**config.mk**
```make
export PLATFORM = sky130hd
export DESIGN_NAME = ks_control_unit_mc
export DESIGN_NICKNAME = d
export VERILOG_FILES = /design/src/rtl/k_and_s_pkg.sv /design/src/rtl/ks_branch_eval.sv /design/src/rtl/ks_control_unit_mc.sv
export SDC_FILE = /design/constraint.sdc
export NUM_CORES = 1
export LEC_CHECK = 0
export ABC_AREA = 0
export CAP_MARGIN = 20
export CORE_UTILIZATION = 40
export CTS_BUF_LIST = sky130_fd_sc_hd__clkbuf_8 sky130_fd_sc_hd__clkbuf_16
export CTS_CLUSTER_DIAMETER = 60
export DETAILED_ROUTE_END_ITERATION = 12
export GPL_ROUTABILITY_DRIVEN = 0
export MAX_ROUTING_LAYER = met4
export PLACE_DENSITY = 0.72
export SLEW_MARGIN = 25
export SYNTH_ARGS = -nofsm -noshare
export SYNTH_HDL_FRONTEND = slang
export SYNTH_SLANG_ARGS = --single-unit
```
**constraint.sdc**
```tcl
create_clock -name clk -period 2.66 [get_ports clk]
set_clock_uncertainty 0.05 [all_clocks]
set_input_delay 0.399 -clock clk [delete_from_list [all_inputs] [get_ports clk]]
set_output_delay 0.399 -clock clk [all_outputs]
set_load 0.01 [all_outputs]
```
**src/rtl/k_and_s_pkg.sv**
```systemverilog
// Shared types and constants for the K&S control unit and its helpers.
package k_and_s_pkg;

    // Decoder output; 5-bit encoding leaves codes 16..31 unassigned (illegal).
    typedef enum logic [4:0] {
        I_NOP    = 5'd0,
        I_LOAD   = 5'd1,
        I_STORE  = 5'd2,
        I_MOVE   = 5'd3,
        I_ADD    = 5'd4,
        I_SUB    = 5'd5,
        I_AND    = 5'd6,
        I_OR     = 5'd7,
        I_BRANCH = 5'd8,
        I_BZERO  = 5'd9,
        I_BNZERO = 5'd10,
        I_BNEG   = 5'd11,
        I_BNNEG  = 5'd12,
        I_BOV    = 5'd13,
        I_BNOV   = 5'd14,
        I_HALT   = 5'd15
    } decoded_instruction_type;

    // ALU operation codes, cast to the operation bus width at the use site.
    localparam int unsigned OP_PASS = 0;
    localparam int unsigned OP_ADD  = 1;
    localparam int unsigned OP_SUB  = 2;
    localparam int unsigned OP_AND  = 3;
    localparam int unsigned OP_OR   = 4;

    // Control FSM states.
    typedef enum logic [2:0] {
        ST_FETCH      = 3'd0,
        ST_FETCH_WAIT = 3'd1,
        ST_IR_LOAD    = 3'd2,
        ST_DECODE     = 3'd3,
        ST_LOAD_WAIT  = 3'd4,
        ST_LOAD_WB    = 3'd5,
        ST_HALTED     = 3'd6
    } ks_cu_state_t;

endpackage

```
**src/rtl/ks_branch_eval.sv**
```systemverilog
// Branch condition evaluation: decides whether the decoded branch is taken.
module ks_branch_eval
    import k_and_s_pkg::*;
(
    input  decoded_instruction_type decoded_instruction,
    input  logic                    zero_op,
    input  logic                    neg_op,
    input  logic                    unsigned_overflow,
    input  logic                    signed_overflow,
    output logic                    taken_c
);

    logic ovf_c;
    assign ovf_c = signed_overflow | unsigned_overflow;

    // Map each branch flavour onto its flag test; non-branches are never taken.
    always_comb begin
        taken_c = 1'b0;
        case (decoded_instruction)
            I_BRANCH: taken_c = 1'b1;
            I_BZERO:  taken_c = zero_op;
            I_BNZERO: taken_c = ~zero_op;
            I_BNEG:   taken_c = neg_op;
            I_BNNEG:  taken_c = ~neg_op;
            I_BOV:    taken_c = ovf_c;
            I_BNOV:   taken_c = ~ovf_c;
            default:  taken_c = 1'b0;
        endcase
    end

endmodule

```
**src/rtl/ks_control_unit_mc.sv**
```systemverilog
// Multi-cycle K&S control FSM with RAM wait states, conditional branches
// and a saturating retired-instruction counter.
module ks_control_unit_mc
    import k_and_s_pkg::*;
#(
    parameter int unsigned MEM_WAIT = 1,
    parameter int unsigned OP_W     = 3,
    parameter int unsigned CNT_W    = 16
) (
    input  logic                    clk,
    input  logic                    rst,
    input  decoded_instruction_type decoded_instruction,
    input  logic                    zero_op,
    input  logic                    neg_op,
    input  logic                    unsigned_overflow,
    input  logic                    signed_overflow,
    output logic                    branch,
    output logic                    pc_enable,
    output logic                    ir_enable,
    output logic                    write_reg_enable,
    output logic                    addr_sel,
    output logic                    c_sel,
    output logic [OP_W-1:0]         operation,
    output logic                    flags_reg_enable,
    output logic                    ram_write_enable,
    output logic                    halt,
    output logic                    illegal_instr,
    output logic [CNT_W-1:0]        instr_count
);

    // Keep at least one bit so MEM_WAIT=0 still elaborates cleanly.
    localparam int unsigned WC_W = (MEM_WAIT > 0) ? $clog2(MEM_WAIT + 1) : 1;

    ks_cu_state_t     state_q;
    ks_cu_state_t     state_d;
    logic [WC_W-1:0]  wait_q;
    logic [WC_W-1:0]  wait_d;
    logic [CNT_W-1:0] count_q;
    logic             count_inc_c;
    logic             taken_c;

    assign instr_count = count_q;

    ks_branch_eval u_branch_eval (
        .decoded_instruction (decoded_instruction),
        .zero_op             (zero_op),
        .neg_op              (neg_op),
        .unsigned_overflow   (unsigned_overflow),
        .signed_overflow     (signed_overflow),
        .taken_c             (taken_c)
    );

    // State, shared wait counter and saturating instruction counter.
    always_ff @(posedge clk) begin
        if (rst) begin
            state_q <= ST_FETCH;
            wait_q  <= '0;
            count_q <= '0;
        end else begin
            state_q <= state_d;
            wait_q  <= wait_d;
            if (count_inc_c && (count_q != '1)) begin
                count_q <= count_q + CNT_W'(1);
            end
        end
    end

    // Next-state and strobe decode; reset forces every strobe low.
    always_comb begin
        state_d          = state_q;
        wait_d           = wait_q;
        count_inc_c      = 1'b0;
        branch           = 1'b0;
        pc_enable        = 1'b0;
        ir_enable        = 1'b0;
        write_reg_enable = 1'b0;
        addr_sel         = 1'b0;
        c_sel            = 1'b0;
        operation        = OP_W'(OP_PASS);
        flags_reg_enable = 1'b0;
        ram_write_enable = 1'b0;
        halt             = 1'b0;
        illegal_instr    = 1'b0;

        if (!rst) begin
            case (state_q)
                ST_FETCH: begin
                    if (MEM_WAIT > 0) begin
                        state_d = ST_FETCH_WAIT;
                        wait_d  = WC_W'(MEM_WAIT - 1);
                    end else begin
                        state_d = ST_IR_LOAD;
                    end
                end

                ST_FETCH_WAIT: begin
                    if (wait_q == '0) begin
                        state_d = ST_IR_LOAD;
                    end else begin
                        wait_d = wait_q - WC_W'(1);
                    end
                end

                ST_IR_LOAD: begin
                    ir_enable   = 1'b1;
                    pc_enable   = 1'b1;
                    count_inc_c = 1'b1;
                    state_d     = ST_DECODE;
                end

                ST_DECODE: begin
                    state_d = ST_FETCH;
                    case (decoded_instruction)
                        I_MOVE: begin
                            write_reg_enable = 1'b1;
                        end
                        I_ADD: begin
                            operation        = OP_W'(OP_ADD);
                            write_reg_enable = 1'b1;
                            flags_reg_enable = 1'b1;
                        end
                        I_SUB: begin
                            operation        = OP_W'(OP_SUB);
                            write_reg_enable = 1'b1;
                            flags_reg_enable = 1'b1;
                        end
                        I_AND: begin
                            operation        = OP_W'(OP_AND);
                            write_reg_enable = 1'b1;
                            flags_reg_enable = 1'b1;
                        end
                        I_OR: begin
                            operation        = OP_W'(OP_OR);
                            write_reg_enable = 1'b1;
                            flags_reg_enable = 1'b1;
                        end
                        I_LOAD: begin
                            addr_sel = 1'b1;
                            if (MEM_WAIT > 0) begin
                                state_d = ST_LOAD_WAIT;
                                wait_d  = WC_W'(MEM_WAIT - 1);
                            end else begin
                                state_d = ST_LOAD_WB;
                            end
                        end
                        I_STORE: begin
                            addr_sel         = 1'b1;
                            ram_write_enable = 1'b1;
                        end
                        I_BRANCH, I_BZERO, I_BNZERO, I_BNEG,
                        I_BNNEG, I_BOV, I_BNOV: begin
                            branch    = taken_c;
                            pc_enable = taken_c;
                        end
                        I_HALT: begin
                            state_d = ST_HALTED;
                        end
                        I_NOP: begin
                            state_d = ST_FETCH;
                        end
                        default: begin
                            illegal_instr = 1'b1;
                        end
                    endcase
                end

                ST_LOAD_WAIT: begin
                    addr_sel = 1'b1;
                    if (wait_q == '0) begin
                        state_d = ST_LOAD_WB;
                    end else begin
                        wait_d = wait_q - WC_W'(1);
                    end
                end

                ST_LOAD_WB: begin
                    addr_sel         = 1'b1;
                    c_sel            = 1'b1;
                    write_reg_enable = 1'b1;
                    state_d          = ST_FETCH;
                end

                ST_HALTED: begin
                    halt = 1'b1;
                end

                default: begin
                    state_d = ST_FETCH;
                end
            endcase
        end
    end

endmodule

```
==> impl_results.md <==
* Library cells used by synthesis at 40
* CTS Buf Count at 3
* First-pass GRT wire length at between 5000 and 6000 µm
* Share of cells above drive strength 1 at 17.2%
* Final setup vio count at 0
* Htree depth at 1
* Vias per cell at 5.89
* Post-route DRC at 0
* Clk pin slew, worst setup/hold paths at 70 ps
* Worst skew pair latency at 260 ps
* FF-to-FF path depth at 6
* GRT overflow at 0
* # rows at 19
* Initial antenna violation count at 0
* Drt total wl at 3150 µm
* Crit-path slowest cell: or3b_2
* Post-Syn Nets at ~150
* Leak pwr at 0.639 nW
* Reg-to-Reg Start: instr_count[0]
* Largest cells by area after synthesis: dfxtp_1, o311ai_0, a21oi_1
* Status: finished clean
* Routed Antenna Nets at 0
* Initial DRC count at 58
* Setup TNS at 0 ps
* Register area share after synthesis at 32.7%
* Flops & latches, synth at 19
* Io pins at 40
* Slew HR at 68.2%
* CTS tree: built
* Tcrit/Tclk final at 97.1%
* Final Power at 576 µW
* Maxcap violations at 0
* Final Hold Vio Count at 0
* Final Max Slew Viols at 0
* Final cell count without fillers at 223
* Total GRT Usage at 21.9%
* Cell taking the most area after synthesis: dfxtp_1
* Tmin final at ~2600 ps
* WP buf/inv at 2
* VDD IR max at 0.000391 V
* Worst-case clock buffer depth at 2
* Die Wd at between 50 and 60 µm
* CP Launch Point: unsigned_overflow
* CP startpoint kind: input port
* Nets at 205
* Fin worst setup slack at 78.1 ps
* Critical path fanouts, max at 2
* Worst slew pin tran at 473 ps
* Core ar. at 2760 µm²
* Main flop type after synthesis: dfxtp_1
* Ys Warns at 0
* Vert. Die Dim at 55.9 µm
* Effective utilization at floorplan at 42.2%
* Die ar. at 3130 µm²
* Cell family with most CP delay: simple AND/OR/NAND/NOR gates
* Placed Instances at 218
* R2r endpoint: instr_count[3]
* CP cell instances: clkdlybuf4s50_1 > or3b_2 > o311ai_0 > a2111oi_1 > or2_2 > dlygate4sd2_1
* Critical Path Max Stage Delay at 480 ps
* Antenna Cells at 0
* CP endpoint kind: primary output
* WL/cell at 14.1 µm
* Place WS at -191 ps
* Layout Area Growth over Synthesis at 51.6%
* End of the critical path: pc_enable
* DR vias at 1,314
* Synth Instances at ~140
* Top cell type's share of synthesized area at 32.7%
* Clock sinks at 19
* Critical Path RT at 2210 ps
* Fin Hold WS at 471 ps
* Port Buffers at 39
* Crit path DAT at 2130 ps
* Hold crit path type: reg -> reg
* Syn_area_per_cell at 8.25 µm²
* Post-synth ARST share at 0%
* Worst path depth at 6
* Cell area after synthesis at around 1200 µm²
* FF-to-FF setup slack at 690 ps
* Crit path kind: in -> out
* Clock root buffer master: clkbuf_8
* Hold-fix buffers, CTS at 0
* Pre-antenna DRT Iters at 5
* Max Clk Rate at 387 MHz
* DPL Wire Length at between 2000 and 2500 µm
* Post-synth EDFFs at 0
* Vias in the first global route at 1,279
* Largest net degree at the start of global routing at 18
* Power Density at 326 nW/µm²
## how the worst min path moves through the flow
| stage | from | to | slack, ps | cells after the start |
|---|---|---|---|---|
| after global placement | instr_count[7] | instr_count[7] | 440 | 1 |
| after global routing | instr_count[7] | instr_count[7] | 500 | 1 |
| final | instr_count[7] | instr_count[7] | 470 | 1 |
| after CTS | instr_count[7] | instr_count[7] | 470 | 1 |
| after floorplan | state_q[0] | state_q[0] | 440 | 1 |
| after detailed placement | instr_count[7] | instr_count[7] | 460 | 1 |
## synthesized netlist by cell type, types with 2 or more instances
library cell / instances
mux2i_1: 2
nand2_1: 10
nor2b_1: 4
o311ai_0: 7
o41ai_1: 5
nand3b_1: 2
inv_1: 6
nand4_1: 6
nand3_1: 5
o21ai_0: 7
clkbuf_1: 5
or3_1: 4
nor2_1: 7
and3_1: 4
dfxtp_1: 19
and4_1: 2
nor4b_1: 3
o31ai_1: 4
buf_2: 2
nor4_1: 3
or4_1: 4
nor3_1: 2
a21oi_1: 11
## cell usage in the layout (no fill, tap or decap), types with 5 or more instances in the layout
cell type	netlist	routed
a21oi_1	11	11
buf_4	0	16
clkdlybuf4s50_1	0	34
dfxtp_1	19	19
inv_1	6	6
nand2_1	10	10
nand4_1	6	6
nor2_1	7	7
o21ai_0	7	6
o311ai_0	7	7
o41ai_1	5	5
## cell type report
type / count / area (µm²)
fillers: 234 / 993
repair buffers: 55 / 515
clock inverters: 1 / 5.00
clock buffers: 3 / 41.3
well taps: 31 / 38.8
multi-input cells: 107 / 752
flip-flops and latches: 19 / 380
inverters: 7 / 31.3
## metrics by stage
step	utilization, %	area, µm²
detailed placement	60.6	1670
global placement	60.6	1670
floorplan	-	1160
CTS	62.7	1730
finish	64.0	1760
global route	64.0	1760
## cell families (layout without fill, tap and decap cells)
group	Yosys count	in the layout	share of synthesized area, %
flip-flops	19	19	32.7
AO/OA/AOI/OAI	39	39	22.9
multiplexers	3	3	2.69
AND/OR/NAND/NOR	63	63	33.8
XOR/XNOR	1	1	0.753
adder cells (fa/ha/maj)	1	1	1.08
buffers and inverters	15	66	6.13
## flip-flops by register name (all words and copies together) (netlist names)
signal and count:
instr_count 16, state_q 3
## layer usage
layer  wire, µm  global-route usage, %
met1       1400                   25.1
met3         98                   2.79
met2       1620                   37.5
met4         34                   10.8
met5          0                      -
## power breakdown
group,switching (mW),internal (mW)
registers,0.00379,0.287
logic,0.0368,0.0422
clock network,0.101,0.104
## repair_timing
action / 4_1_cts / 5_1_grt
resized for setup: 4 / 8
setup endpoints to repair: 7 / 5
pin swaps: 1 / 2
buffers inserted: 1 / 0
(Power assumes the default switching activity.)
